File: src/rtl/mips_pkg.sv
// mips_pkg: shared widths, the $zero index and requester-id encoding for writeback arbitration
package mips_pkg;
  localparam int DATA_W = 32;
  localparam int ADDR_W = 5;
  localparam int ZERO_REG = 0;
  typedef enum logic {REQ_A = 1'b0, REQ_B = 1'b1} req_id_e;
endpackage

File: src/rtl/rr_arbiter2.sv
// rr_arbiter2: 2-way round-robin grant with a last-grant pointer
// Ports: clk/reset; req_a/req_b requests in; gnt_a/gnt_b one-hot-or-zero grants out.
// Grants are held low while reset is high; the pointer resets to REQ_B so A wins the first conflict.
module rr_arbiter2 (
  input  logic clk,
  input  logic reset,
  input  logic req_a,
  input  logic req_b,
  output logic gnt_a,
  output logic gnt_b
);
  import mips_pkg::*;
  req_id_e last_q, last_d;
  always_comb begin
    gnt_a = !reset && req_a && (!req_b || last_q == REQ_B);
    gnt_b = !reset && req_b && (!req_a || last_q == REQ_A);
    last_d = gnt_a ? REQ_A : gnt_b ? REQ_B : last_q;
  end
  always_ff @(posedge clk) begin
    last_q <= reset ? REQ_B : last_d;
  end
endmodule

File: src/rtl/regfile_wb_arbiter.sv
// regfile_wb_arbiter: round-robin share of the register-file write port between ALU (A) and load (B) writeback
// Ports: a_*/b_* valid-ready write requests; rf_* registered write port (1-cycle latency, $zero suppressed);
// q_addr/q_hit in-flight hazard query; conflict_cnt saturating count of cycles with both requesters valid.
module regfile_wb_arbiter #(
  parameter int DATA_W = mips_pkg::DATA_W,
  parameter int ADDR_W = mips_pkg::ADDR_W,
  parameter int CNT_W = 16
) (
  input  logic              clk,
  input  logic              reset,
  input  logic              a_valid,
  input  logic [ADDR_W-1:0] a_addr,
  input  logic [DATA_W-1:0] a_data,
  output logic              a_ready,
  input  logic              b_valid,
  input  logic [ADDR_W-1:0] b_addr,
  input  logic [DATA_W-1:0] b_data,
  output logic              b_ready,
  output logic              rf_we,
  output logic [ADDR_W-1:0] rf_waddr,
  output logic [DATA_W-1:0] rf_wdata,
  input  logic [ADDR_W-1:0] q_addr,
  output logic              q_hit,
  output logic [CNT_W-1:0]  conflict_cnt
);
  import mips_pkg::*;
  logic              gnt_a, gnt_b, grant;
  logic [ADDR_W-1:0] sel_addr;
  logic [DATA_W-1:0] sel_data;
  logic              we_q, we_d;
  logic [ADDR_W-1:0] waddr_q, waddr_d;
  logic [DATA_W-1:0] wdata_q, wdata_d;
  logic [CNT_W-1:0]  cnt_q, cnt_d;
  rr_arbiter2 u_arb (
    .clk   (clk),
    .reset (reset),
    .req_a (a_valid),
    .req_b (b_valid),
    .gnt_a (gnt_a),
    .gnt_b (gnt_b)
  );
  // A grant to $zero still completes the handshake and uses its turn; only the write enable is dropped.
  always_comb begin
    grant = gnt_a || gnt_b;
    sel_addr = gnt_a ? a_addr : b_addr;
    sel_data = gnt_a ? a_data : b_data;
    we_d = grant && sel_addr != ADDR_W'(ZERO_REG);
    waddr_d = grant ? sel_addr : waddr_q;
    wdata_d = grant ? sel_data : wdata_q;
    cnt_d = (a_valid && b_valid && !(&cnt_q)) ? cnt_q + 1'b1 : cnt_q;
  end
  always_ff @(posedge clk) begin
    if (reset) begin
      we_q <= 1'b0;
      waddr_q <= '0;
      wdata_q <= '0;
      cnt_q <= '0;
    end else begin
      we_q <= we_d;
      waddr_q <= waddr_d;
      wdata_q <= wdata_d;
      cnt_q <= cnt_d;
    end
  end
  // we_q is never set for index 0, so a query of $zero can never hit.
  assign q_hit = we_q && waddr_q == q_addr;
  assign a_ready = gnt_a;
  assign b_ready = gnt_b;
  assign rf_we = we_q;
  assign rf_waddr = waddr_q;
  assign rf_wdata = wdata_q;
  assign conflict_cnt = cnt_q;
endmodule

File: config.mk
export PLATFORM = sky130hd
export DESIGN_NAME = regfile_wb_arbiter
export DESIGN_NICKNAME = d
export VERILOG_FILES = /design/src/rtl/mips_pkg.sv /design/src/rtl/rr_arbiter2.sv /design/src/rtl/regfile_wb_arbiter.sv
export SDC_FILE = /design/constraint.sdc
export NUM_CORES = 1
export LEC_CHECK = 0
export ABC_AREA = 1
export CAP_MARGIN = 20
export CORE_MARGIN = 2
export CORE_UTILIZATION = 34
export CTS_BUF_LIST = sky130_fd_sc_hd__clkbuf_4 sky130_fd_sc_hd__clkbuf_8
export DETAILED_ROUTE_END_ITERATION = 12
export PLACE_DENSITY = 0.7
export RECOVER_POWER = 25
export SLEW_MARGIN = 20
export SYNTH_ARGS = -nofsm -noshare
export SYNTH_HDL_FRONTEND = slang
export SYNTH_SLANG_ARGS = --single-unit
File: constraint.sdc
create_clock -name clk -period 3.1 [get_ports clk]
set_input_delay 0.62 -clock clk [delete_from_list [all_inputs] [get_ports clk]]
set_output_delay 0.62 -clock clk [all_outputs]
set_load 0.03 [all_outputs]
**Yosys cells after proc, flatten, opt, wreduce, memory -nomap -nowiden**

Index checks and enable logic that the tools add are counted.

- Add/subtract/negate cells: 1
- Equal/unequal tests: 1
- Multiplexer cells: 4
- Bitwise logic cells: 1
- Reductions and logical operators: 18

Operators by type and width:

| kind | number |
|---|---|
| 2-to-1 mux 32 bit | 1 |
| adder 16 x 1 -> 16 bit, second input constant | 1 |
| AND reduction 16 bit | 1 |
| logical AND 1 bit | 8 |
| equality test 5 bit | 1 |
| 2-to-1 mux 5 bit | 1 |
| nonzero test 5 bit | 1 |
| zero test 1 bit | 4 |
| logical OR 1 bit | 3 |
| 2-to-1 mux 1 bit | 2 |
| nonzero test 2 bit | 1 |
| NOT 1 bit | 1 |

- Register bits: 55
- Input bits: 83
- Word-level logic and storage cells: 30

**Logic depth before layout (Yosys ltp)**

Gate-level depths: netlist of run 1.

- Word-level depth: 6
- Depth in mapped cells: 9
- Mapped depth without buffers: 9

**Modules after synthesis**

Synthesis of run 1 repeated with hierarchy kept, for this count alone.

- Cells, all modules: 449
- Area total of the unflattened synthesis: 2909.0 um^2

Modules (own cells, without submodules):

| module | times used | cells an instance | area each (um^2) | seq. area each (um^2) |
|---|---|---|---|---|
| regfile_wb_arbiter | 1 | 435 | 2834.0 | 1081.0 |
| rr_arbiter2 | 1 | 14 | 75.1 | 20.0 |

**Worst setup path before layout of run 1**

OpenSTA, ideal clock, no wires.

- Path kind: input to output
- Start: in q_addr[1]
- End: out q_hit
- Arrival: 1577 ps
- Slack: 903 ps
- Cell stages on the path: 3
- Buffers on the path: 0
- Cells stage by stage: xnor2_1 > nand4_1 > nor3b_1

- Word-level cells in the longest chain between the ends: 2

RTL lines:

| item | line | RTL |
|---|---|---|
| from (decl) | regfile_wb_arbiter.sv:22 | `input logic [ADDR_W-1:0] q_addr,` |
| equality test 5 bit | regfile_wb_arbiter.sv:66 | `assign q_hit = we_q && waddr_q == q_addr;` |
| logical AND 1 bit | regfile_wb_arbiter.sv:66 |  |
| to (decl) | regfile_wb_arbiter.sv:23 | `output logic q_hit,` |

No other way between the ends.

**Worst setup path in the final report of run 1**

- Start: in a_valid
- End: out a_ready

- Word-level cells in the longest chain between the ends: 2

RTL lines:

| item | line | RTL |
|---|---|---|
| from (decl) | regfile_wb_arbiter.sv:11 | `input logic a_valid,` |
| logical AND 1 bit (2 in a row) | rr_arbiter2.sv:15 | `gnt_a = !reset && req_a && (!req_b \|\| last_q == REQ_B);` |
| to (decl) | regfile_wb_arbiter.sv:14 | `output logic a_ready,` |

No other way between the ends.

==> reports/results.ini, run 1 <==
[outcome]
status = complete, no violations

[timing]
worst_hold_slack_ns = 0.4792
setup_ws_ns = 0.1888
hold_violations = 0
rsz0062_at_grt = false
period_minus_slack_ns = 2.911
clock_skew_ns = 0.01679
setup_viol = 0
worst_pin_slew_ns = 0.9416
fmax_mhz = 343.5
post-route-period-util = 0.9391
finalSetupTns_ns = 0
slew_headroom = 0.3722
maxSlewViolCount = 0

[layout]
nets = 595
drive_gt1_frac = 0.08984
syn_to_final_growth_pct = 55.42
final_core_util = 0.5481

[power]
p_leak_uw = 0.001598
ir_drop_v = 0.0002258
p_sw_uw = 463.9
intPower_uw = 1108
pwr_density_cell_nw_per_um2 = 371.1
switching_share = 0.2951
p_comb_frac = 0.250
finalPower_uw = 1572
p_clk_frac = 0.260
seqPwrFrac = 0.490

[synth]
synth_top_family_by_area = simple AND/OR/NAND/NOR gates
synth_compound_area_frac = 0.1226
synth_top_area_share = 0.4040
synth_fa_ha_area_frac = 0.004591
syn_nets = 462
ys_ff_latch = 55
synth.most_common_cell = nand2_1
seq_area_frac_synth = 0.4040
yosysTopAreaCell = dfxtp_1
yosysWarnings = 0
synthMuxAreaShare = 0
synthFlopType = dfxtp_1
synth_area_per_cell_um2 = 7.209
synth_edf_count = 0
yosys.area_share.simple = 0.3779
synthXorXnorAreaFrac = 0.01607
syn_area_um2 = 2725
synth_cell_type_count = 30
ys_async_sr_fraction = 0
yosys-top-cells-area = dfxtp_1 40%, nand2_1 19%, a31oi_1 7.3%
yosys-top-cells-count = 140 x nand2_1, 55 x dfxtp_1, 37 x nor2_1, 32 x a31oi_1
postSynthCellCount = 378

[route]
post_drt_wl_per_cell_um = 12.90
routed_wl_um = 7936
dr_total_vias = 2894
drc = 0
antenna_left = 0
first_iter_violations = 95
drt_pre_antenna_iters = 4
vias_per_cell = 4.706

[placed_design]
portBuffers = 139
place_congestion = 0.7861
pre_cts_slack_ns = 0.2076
post-dp-hpwl_um = 6078

[critical_path]
crit_path_max_fanout = 10
cp.arrival_ns = 2.29
rrSetupSlack_ns = 1.49
path_common_cell = clkdlybuf4s50_1
end_kind = output pin
cp_slowest_stage_delay_ns = 0.71
cp_slowest_cell = clkdlybuf4s50_1
crit_type = in2out
worstSetupStartpointType = primary input
crit_chain = clkdlybuf4s50_1, inv_2, nor2_4, nand2_4, clkinv_2, clkdlybuf4s50_1
cp_data_required_time_ns = 2.48

[global_routing]
grt_pass1_wl_um = 13010
grt_start_max_net_pins = 34
antenna_found_initial = 1
use_met2 = 0.3237
grt_pass1_vias = 2891
busiest_layer = met2
use_met3 = 0.08139
grt-ovfl-total = 0
grtUsageTotal = 0.1848
grt_util_met1 = 0.2012

[cts]
numClockSinks = 55
clkTransAtPathRegs_ns = 0.11
cts_tree = built
cts_root_buffer = clkbuf_8
clock_latency_ns = 0.31
ctsHoldBuffers = 0
post_cts_buffers = 0
clockBufferDepth = 2
postCtsResizedCells = 0
numCtsBuffers = 5
h-tree-depth = 2

[floorplanning]
start_util = 0.3527
ios = 140
rows = 32
fp.dieH_um = 93.53
core_um2 = 7727
dieArea_um2 = 8747
die_width_um = 93.53

[run]
drv_cap = 0

[min_path]
hp-class = reg2reg

## through the flow
step,instance area (um^2),instances
after floorplan,2725,378
after global placement,4148,606
after detailed placement,4148,606
after CTS,4237,614
after global routing,4235,615
final,4235,615
## worst max-delay path: cells and delay by family
family | cells | cell delay, ns
AND/OR/NAND/NOR | 2 | 0.24
buffers and inverters | 4 | 1.43
## layout make-up
cell class / count / area, um^2
fillers: 719 / 3492
clock buffers: 6 / 76.32
diodes: 1 / 2.502
multi-input cells: 285 / 1420
repair buffers: 143 / 1415
inverters: 21 / 80.08
clock inverters: 2 / 12.51
flip-flops and latches: 55 / 1101
well taps: 102 / 127.6
## cells by family after synthesis
family,Yosys count
fa+ha+maj,1
flops,55
xor+xnor,5
buf+inv,38
compound gates,56
simple gates,223
## power groups by stage
stage / logic [uW] / clock network (uW) / registers (uW)
after floorplan: 126 / 0 / 856
after global placement: 396 / 0 / 786
after detailed placement: 399 / 0 / 787
after CTS: 400 / 414 / 771
after global routing: 422 / 437 / 776
final: 393 / 409 / 770
## final timing paths
check	cells past startpoint	from	end
setup / recovery	6	a_valid	a_ready
hold / removal	2	rf_wdata[24]	rf_wdata[24]
setup reg to reg	7	u_arb.last_q	rf_wdata[7]
hold reg to reg	2	rf_wdata[24]	rf_wdata[24]
## flip-flops by register name (all words and copies together), names as in the netlist
name / count
conflict_cnt: 16
rf_waddr: 5
rf_wdata: 32
rf_we: 1
u_arb.last_q: 1
## placed cells by master, fill, tap and decap left out, drive strengths merged, types with 7 or more instances in the layout
| master | instances |
|---|---|
| a31oi | 32 |
| inv | 20 |
| dlygate4sd3 | 8 |
| a21oi | 15 |
| nand3 | 20 |
| nand2 | 149 |
| o21ai | 8 |
| clkbuf | 7 |
| dfxtp | 55 |
| clkdlybuf4s50 | 130 |
| nor2 | 48 |
## per-layer routing
layer,wire length [um],vias up
li1,-,1489
met1,3260,1303
met2,3778,98
met3,819,4
met4,78,0
met5,0,-
Note: power is estimated with default switching activity, not from simulation.
==> run 2, diff against run 1 <==
--- a/config.mk
+++ b/config.mk
@@ -11,7 +11,7 @@
 export CORE_UTILIZATION = 34
 export CTS_BUF_LIST = sky130_fd_sc_hd__clkbuf_4 sky130_fd_sc_hd__clkbuf_8
 export DETAILED_ROUTE_END_ITERATION = 12
-export PLACE_DENSITY = 0.7
+export PLACE_DENSITY = 0.66
 export RECOVER_POWER = 25
 export SLEW_MARGIN = 20
 export SYNTH_ARGS = -nofsm -noshare
==> run 2 against run 1 <==
  * Die area stayed put
  * Cell area is 0.68% higher
  * Sequential cell count stayed put
  * Highest routed layer unchanged
  * First-iteration DRC count is 8.4% lower
  * Power is 5.7% higher
  * Register-to-register slack better by 0.03 ns
  * Core utilization is 0.37 points higher
  * Fmax is 0.91% higher
  * Cell count stayed put
  * Combinational power hardly changed
  * Setup slack better by 0.026 ns
  * Largest cell class unchanged
  * Largest power group unchanged
  * Wire length is 2.2% lower
==> reports/results.ini, run 2 (synthesis results as in run 1) <==
[outcome]
status = complete, no violations

[global_routing]
grt-ovfl-total = 0  ; unchanged
antenna_found_initial = 1  ; unchanged
grtUsageTotal = 0.1880  ; +0.003216
grt_pass1_wl_um = 13140  ; +1.0%
grt_pass1_vias = 2876  ; -0.52%
grt_start_max_net_pins = 34  ; unchanged

[timing]
fmax_mhz = 346.6  ; +0.91%
slew_headroom = 0.3742  ; +0.001954
clock_skew_ns = 0.01758  ; +0.0007895 ns
rsz0062_at_grt = false
period_minus_slack_ns = 2.885  ; -0.02620 ns
hold_violations = 0  ; unchanged
setup_viol = 0  ; unchanged
worst_pin_slew_ns = 0.9387  ; -0.002931 ns
post-route-period-util = 0.9306  ; -0.008453
finalSetupTns_ns = 0  ; unchanged
worst_hold_slack_ns = 0.4822  ; +0.002935 ns
maxSlewViolCount = 0  ; unchanged

[floorplanning]
ios = 140  ; unchanged
die_width_um = 93.53  ; unchanged
core_um2 = 7727  ; unchanged
start_util = 0.3527  ; unchanged
dieArea_um2 = 8747  ; unchanged
rows = 32  ; unchanged
fp.dieH_um = 93.53  ; unchanged

[route]
antenna_left = 0  ; unchanged
drc = 0  ; unchanged
dr_total_vias = 2850  ; -1.5%
first_iter_violations = 87  ; -8.4%
vias_per_cell = 4.634  ; -1.5%
drt_pre_antenna_iters = 4  ; unchanged
post_drt_wl_per_cell_um = 12.62  ; -2.2%
routed_wl_um = 7760  ; -2.2%

[critical_path]
cp.arrival_ns = 2.26  ; -0.03 ns
cp_data_required_time_ns = 2.48  ; about the same
end_kind = output pin
crit_type = in2out
rrSetupSlack_ns = 1.52  ; +0.03 ns
crit_path_max_fanout = 10  ; unchanged
worstSetupStartpointType = primary input

[power]
pwr_density_cell_nw_per_um2 = 389.4  ; +4.9%
p_leak_uw = 0.001612  ; +0.86%
ir_drop_v = 0.0001645  ; -27%

[cts]
post_cts_buffers = 0  ; unchanged
h-tree-depth = 2  ; unchanged
postCtsResizedCells = 0  ; unchanged
clkTransAtPathRegs_ns = 0.10  ; about the same
numClockSinks = 55  ; unchanged
numCtsBuffers = 5  ; unchanged
ctsHoldBuffers = 0  ; unchanged
clockBufferDepth = 2  ; unchanged
cts_root_buffer = clkbuf_8
clock_latency_ns = 0.32  ; about the same
cts_tree = built

[run]
drv_cap = 0  ; unchanged

[layout]
syn_to_final_growth_pct = 56.47
largest_register_ffs = 32  ; unchanged
fill_cells = 744  ; +3.5%
final_core_util = 0.5518  ; +0.003724
nets = 595  ; unchanged
final_common_cell = nand2_1
layout_common_cells = 140 x nand2_1, 131 x clkdlybuf4s50_1, 55 x dfxtp_1
drive_gt1_frac = 0.08984  ; unchanged

[min_path]
hp-class = reg2reg

[placed_design]
place_congestion = 0.7808  ; -0.67%
post-dp-hpwl_um = 5928  ; -2.5%
portBuffers = 139  ; unchanged

## run 2: changes by cell type in the layout (fill, tap and decap cells not counted)
cell / previous run / this run
bufinv_16: 0 / 1
clkbuf_4: 1 / 0
clkbuf_8: 5 / 6
clkdlybuf4s50_1: 130 / 131
clkinvlp_4: 1 / 0
dlygate4sd3_1: 8 / 7
## run 2: final cells by class
type / count / area (um^2) / share of cell area
Timing Repair Buffer: 143 / 1415 / 0.3319
Inverter: 21 / 80.08 / 0.01878
Antenna cell: 1 / 2.502 / 0.0005869
Clock inverter: 2 / 35.03 / 0.008216
Clock buffer: 6 / 82.58 / 0.01937
Sequential cell: 55 / 1101 / 0.2582
Tap cell: 102 / 127.6 / 0.02993
Multi-Input combinational cell: 285 / 1420 / 0.3330
## run 2: stage by stage
stage | area, um^2 | worst slack (ns) | instances | power, uW
after global routing | 4264 | 0.1248 | 615 | 1735
after CTS | 4265 | 0.1987 | 614 | 1682
after floorplan | 2725 | 0.9029 | 378 | 982.2
after detailed placement | 4148 | 0.2112 | 606 | 1183
final | 4264 | 0.2150 | 615 | 1660
after global placement | 4148 | 0.2177 | 606 | 1182
## run 2: path summary, 6_finish.rpt
| check | cells after the start | startpoint | to |
|---|---|---|---|
| setup / recovery | 6 | a_valid | a_ready |
| hold / removal | 2 | rf_wdata[26] | rf_wdata[26] |
| setup reg to reg | 7 | u_arb.last_q | rf_wdata[3] |
| hold reg to reg | 2 | rf_wdata[26] | rf_wdata[26] |
## run 2: critical path, cell delays in order
cell             delay [ns]
clkdlybuf4s50_1        0.58
inv_2                  0.07
nor2_4                 0.12
nand2_4                0.11
clkinv_2               0.06
clkdlybuf4s50_1        0.70
## run 2: metal layers
layer | up-vias | track usage | wire length [um] | part of all wire
li1 | 1490 | - | - | -
met2 | 100 | 0.3189 | 3593 | 0.46
met3 | 8 | 0.08864 | 862 | 0.11
met5 | - | 0 | 0 | 0
met1 | 1252 | 0.2117 | 3207 | 0.41
met4 | 0 | 0.04902 | 96 | 0.012
## run 2: report_power, final
group          switching [uW]  internal, uW
Clock                     238           262
Combinational             195           195
Sequential               24.8           745
==> run 3, diff against run 2 <==
--- a/config.mk
+++ b/config.mk
@@ -8,10 +8,10 @@
 export ABC_AREA = 1
 export CAP_MARGIN = 20
 export CORE_MARGIN = 2
-export CORE_UTILIZATION = 34
+export CORE_UTILIZATION = 44
 export CTS_BUF_LIST = sky130_fd_sc_hd__clkbuf_4 sky130_fd_sc_hd__clkbuf_8
 export DETAILED_ROUTE_END_ITERATION = 12
-export PLACE_DENSITY = 0.66
+export PLACE_DENSITY = 0.84
 export RECOVER_POWER = 25
 export SLEW_MARGIN = 20
 export SYNTH_ARGS = -nofsm -noshare
==> run 3 against run 2 <==
  * Die area decreased by 22%
  * Setup slack improved by 0.028 ns
  * Cell area shrank 1.3%
  * Hold slack gained 0.00052 ns
  * Clock power fell by 16%
  * Wire length down 1.8%
  * Via count up 0.60%
  * Combinational power about the same
  * Sequential power about the same
  * Core utilization is 15 points higher
  * Largest power group unchanged
==> reports/results.ini, run 3 (synthesis results as in run 1) <==
[global_routing]
use_met3 = 0.09674  ; +0.008101
antenna_found_initial = 0  ; -1
grt_start_max_net_pins = 34  ; unchanged
grtUsageTotal = 0.2236  ; +0.03562
grt_pass1_vias = 2608  ; -9.3%
grt_pass1_wl_um = 11940  ; -9.2%
grt_util_met1 = 0.2639  ; +0.05222
use_met2 = 0.3710  ; +0.05202
busiest_layer = met2
grt-ovfl-total = 0  ; unchanged

[timing]
setup_ws_ns = 0.2434  ; +0.02840 ns
fmax_mhz = 350.1  ; +0.99%
setup_viol = 0  ; unchanged
rsz0062_at_grt = false
clock_skew_ns = 0.008824  ; -0.008756 ns
hold_violations = 0  ; unchanged
slew_headroom = 0.4001  ; +0.02593
finalSetupTns_ns = 0  ; unchanged
worst_pin_slew_ns = 0.8998  ; -0.03889 ns
period_minus_slack_ns = 2.857  ; -0.02840 ns
maxSlewViolCount = 0  ; unchanged
post-route-period-util = 0.9215  ; -0.009163

[route]
dr_total_vias = 2867  ; +0.60%
first_iter_violations = 134  ; +54%
drt_pre_antenna_iters = 4  ; unchanged
drc = 0  ; unchanged
vias_per_cell = 4.884  ; +5.4%
post_drt_wl_per_cell_um = 12.98  ; +2.8%
routed_wl_um = 7617  ; -1.8%
antenna_left = 0  ; unchanged

[cts]
clkTransAtPathRegs_ns = 0.11  ; about the same
postCtsResizedCells = 0  ; unchanged
numClockSinks = 55  ; unchanged
cts_root_buffer = clkbuf_8
clockBufferDepth = 2  ; unchanged
post_cts_buffers = 0  ; unchanged
cts_tree = built
clock_latency_ns = 0.31  ; about the same
numCtsBuffers = 5  ; unchanged
h-tree-depth = 2  ; unchanged
ctsHoldBuffers = 0  ; unchanged

[min_path]
hp-class = reg2reg

[placed_design]
place_congestion = 0.8184  ; +4.8%
post-dp-hpwl_um = 5899  ; -0.49%
portBuffers = 139  ; unchanged
pre_cts_slack_ns = 0.2315  ; +0.02027 ns

[power]
pwr_density_cell_nw_per_um2 = 376.2  ; -3.4%
intPower_uw = 1108  ; -7.8%
p_sw_uw = 474.6  ; +3.5%
p_clk_frac = 0.265  ; -0.036
switching_share = 0.2998  ; +0.02373
seqPwrFrac = 0.487  ; +0.023
p_comb_frac = 0.248  ; +0.013
p_leak_uw = 0.001601  ; -0.68%
ir_drop_v = 0.0002331  ; +42%

[critical_path]
crit_type = in2out
crit_path_max_fanout = 1  ; -9
worstSetupStartpointType = primary input
cp.arrival_ns = 2.24  ; -0.02 ns
cp_data_required_time_ns = 2.48  ; about the same
end_kind = output pin

[layout]
antenna-diode-count = 0  ; -1
final_common_cell = nand2_1
layout_common_cells = 140 x nand2_1, 131 x clkdlybuf4s50_1, 55 x dfxtp_1
multi_input_area_um2 = 1420  ; unchanged
seqCellArea_um2 = 1101  ; unchanged
nets = 595  ; unchanged
largest_register_ffs = 32  ; unchanged
fill_cells = 509  ; -32%
syn_to_final_growth_pct = 54.41
drive_gt1_frac = 0.08984  ; unchanged

[floorplanning]
core_um2 = 5956  ; -23%
ios = 140  ; unchanged
die_width_um = 82.70  ; -12%
start_util = 0.4576  ; +0.1049
fp.dieH_um = 82.70  ; -12%
rows = 28  ; -13%
dieArea_um2 = 6839  ; -22%

[outcome]
status = complete, no violations

[run]
drv_cap = 0  ; unchanged

run 3: cell count changes in the layout (fill, tap and decap cells not counted):
cell | before | now
clkinv_4 | 0 | 2
bufinv_16 | 1 | 0
clkbuf_8 | 6 | 5
clkinv_2 | 2 | 1
diode_2 | 1 | 0
inv_8 | 0 | 1
run 3: metrics by stage:
step / utilization / power (uW) / hold slack [ns] / cell area, um^2 / instances
after global placement: 0.6908 / 1178 / 0.4632 / 4114 / 579
after CTS: 0.7071 / 1602 / 0.4860 / 4212 / 587
after detailed placement: 0.6908 / 1184 / 0.4696 / 4114 / 579
after floorplan: - / 982.2 / 0.4873 / 2725 / 378
final: 0.7065 / 1583 / 0.4827 / 4208 / 587
after global routing: 0.7065 / 1653 / 0.4978 / 4208 / 587
run 3: area by class of cell:
cell class / instances / area share
multi-input cells: 285 / 0.3375
repair buffers: 143 / 0.3363
flip-flops and latches: 55 / 0.2617
well taps: 75 / 0.02230
inverters: 21 / 0.01903
clock buffers: 5 / 0.01635
clock inverters: 3 / 0.006839
run 3: metal layers:
layer	wire length, um	vias to the layer above
li1	-	1489
met1	3072	1276
met2	3737	93
met3	697	9
met4	109	0
met5	0	-
run 3: worst paths after layout:
check | from | end | slack (ns) | depth (start not counted)
max | q_addr[1] | q_hit | 0.24 | 5
min | rf_wdata[9] | rf_wdata[9] | 0.48 | 2
max reg2reg | u_arb.last_q | rf_wdata[22] | 1.46 | 7
min reg2reg | rf_wdata[9] | rf_wdata[9] | 0.48 | 2
run 3: power by group through the flow:
stage / clock network (uW) / logic (uW) / registers (uW)
final: 419 / 393 / 771
after global routing: 457 / 420 / 776
after CTS: 432 / 399 / 771
after detailed placement: 0 / 398 / 787
after global placement: 0 / 393 / 785
after floorplan: 0 / 126 / 856
run 3: worst max-delay path: stages:
cell and delay [ns]:
clkdlybuf4s50_1 0.47, xnor2_1 0.12, nand4_1 0.12, nor3b_1 0.19, clkdlybuf4s50_1 0.71
==> edit (flow settings as in run 3) <==
Set the package constant `DATA_W` to 48 (it was 32).
--- a/src/rtl/mips_pkg.sv
+++ b/src/rtl/mips_pkg.sv
@@ -1,6 +1,6 @@
 // mips_pkg: shared widths, the $zero index and requester-id encoding for writeback arbitration
 package mips_pkg;
-  localparam int DATA_W = 32;
+  localparam int DATA_W = 48;
   localparam int ADDR_W = 5;
   localparam int ZERO_REG = 0;
   typedef enum logic {REQ_A = 1'b0, REQ_B = 1'b1} req_id_e;
Ports: changed (resized a_data, b_data and rf_wdata); port bits go from 140 to 188. The function was not compared with the original's and may differ.
==> edit against run 3 <==
Routed wire length up 39%. Non-clock buffer count increased by 48. Sequential share of layout area increased by 0.34 points. Synthesized area is 19% higher. Total power increased by 48%. Sequential cell count grew 16. Design area increased by 27%. Worst setup slack got worse by 0.036 ns. Largest cell class is now non-clock buffers. Largest power group unchanged.
==> edit: results (changes against run 3) <==
| Metric | Value |
|---|---|
| Largest net degree at the start of global routing | `49 (+44%)` |
| M1 WL | `3960 um (+29%)` |
| Buffers on Ports | `187 (+35%)` |
| FF-to-FF setup slack | `0.96 ns (-0.50 ns)` |
| Worst skew pair latency | `0.34 ns (+0.03 ns)` |
| Sequential-to-total area share from yosys stat | `43.8% (+3.4 points)` |
| DR WL met2 | `5700 um (+52%)` |
| FFs w/ async S/R, synth | `0% (unchanged)` |
| Crit path largest cell delay | `0.73 ns (+0.02 ns)` |
| Htree depth | `3 (+1)` |
| Commonest cells post-synth | `nand2_1 (206), dfxtp_1 (71), a31oi_1 (49)` |
| Max Buffers Root-to-Sink | `2 (unchanged)` |
| GRT busiest layer | `met2` |
| Vias in the first global route | `3576 (+37%)` |
| Worst EP arrival | `2.27 ns (+0.03 ns)` |
| Initial DRC Count | `103 (-23%)` |
| Peak VDD IR | `0.255 mV (+9.6%)` |
| WL met3 | `766 um (+9.9%)` |
| Total iterations of the first detailed-routing run | `6 (+2)` |
| Initial antenna violation count | `1 (+1)` |
| Met2 Usage GRT | `48.4% (+11 points)` |
| CTS Buf Count | `9 (+4)` |
| Post-synthesis cell type count | `26 (-13%)` |
| Synthesized area per cell | `6.73 um2 (-6.6%)` |
| Synth area leaders | `dfxtp_1 (44%), nand2_1 (24%), a31oi_1 (9.4%), nor2_1 (5.1%), inv_1 (2.8%)` |
| Max reg flops | `48 (+50%)` |
| Clock transition at path regs | `0.08 ns (-0.03 ns)` |
| Clock Tree Root | `clkbuf_8` |
| Drt wl/cell | `13.8 um (+6.7%)` |
| Final net count | `775 (+30%)` |
| LEAKAGE | `2.07 nW (+29%)` |
| Number of max-cap violations | `0 (unchanged)` |
| Worst slew pin tran | `0.861 ns (-0.0392 ns)` |
| RePlAce Congestion | `0.836 (+2.2%)` |
| CP max-delay cell | `clkdlybuf4s50_1` |
| Fillcell total | `592 (+16%)` |
| Grt total ovfl | `0 (unchanged)` |
| YS warnings | `0 (unchanged)` |
| Post-CTS Setup Inserts | `0 (unchanged)` |
| Dpl hpwl | `7970 um (+35%)` |
| GRT met1 Usage | `27.9% (+1.5 points)` |
| GRT Overall Usage | `25.6% (+3.3 points)` |
| Hold WC Path Type | `reg2reg` |
| Ys flop type | `dfxtp_1` |
| Synthesized Nets | `598 (+29%)` |
| Met3 Usage GRT | `7.38% (-2.3 points)` |
| Delay-heaviest family, CP | `buffers and inverters` |
| # placed instances | `747 (+29%)` |
| Top Layer Used | `met5` |
| Post-route clock skew | `0.0128 ns (+0.00393 ns)` |
| Share of cells above drive strength 1 | `4.82% (-4.2 points)` |
| Total wire length | `10600 um (+39%)` |
| Antenna cells | `0 (unchanged)` |
| Status | `complete, no violations` |
| Via Count | `3781 (+32%)` |
| First-pass GRT wire length | `17000 um (+42%)` |
==> edit: path summary, 6_finish.rpt <==
kind                                      from                      endpoint  cells after the start
setup / recovery                     q_addr[4]                         q_hit                      5
hold / removal       rf_wdata[17]$_SDFFE_PP0P_     rf_wdata[17]$_SDFFE_PP0P_                      2
setup reg to reg  conflict_cnt[0]$_SDFFE_PP0P_  conflict_cnt[7]$_SDFFE_PP0P_                      6
hold reg to reg      rf_wdata[17]$_SDFFE_PP0P_     rf_wdata[17]$_SDFFE_PP0P_                      2
==> edit: power by group <==
group,internal (W),switching [W]
Sequential,0.000965,0.0000300
Clock,0.000484,0.000344
Combinational,0.000258,0.000269
==> edit: layout make-up <==
cell class,instances,area (um2),area share (%)
clock buffers,11,145,2.71
clock inverters,5,81.3,1.52
inverters,29,109,2.03
multi-input cells,357,1580,29.4
flip-flops and latches,71,1420,26.5
well taps,99,124,2.31
repair buffers,191,1900,35.5
==> edit: stage by stage <==
step / utilization (%) / worst slack (ns) / total power (W) / cell area (um2) / hold slack, ns
after floorplan: - / 0.726 / 0.00126 / 3240 / 0.470
after global placement: 71.3 / 0.282 / 0.00154 / 5140 / 0.463
after detailed placement: 71.3 / 0.223 / 0.00155 / 5140 / 0.467
after CTS: 74.4 / 0.205 / 0.00237 / 5370 / 0.478
after global routing: 74.3 / 0.0962 / 0.00245 / 5360 / 0.493
final: 74.3 / 0.207 / 0.00235 / 5360 / 0.473
==> edit: logic make-up after synthesis <==
| family | share of synthesized area [%] |
|---|---|
| AND/OR/NAND/NOR | 34.4 |
| AO/OA/AOI/OAI | 13.6 |
| flip-flops | 43.8 |
| buffers and inverters | 7.33 |
| XOR/XNOR | 0.540 |
| adder cells (fa/ha/maj) | 0.386 |
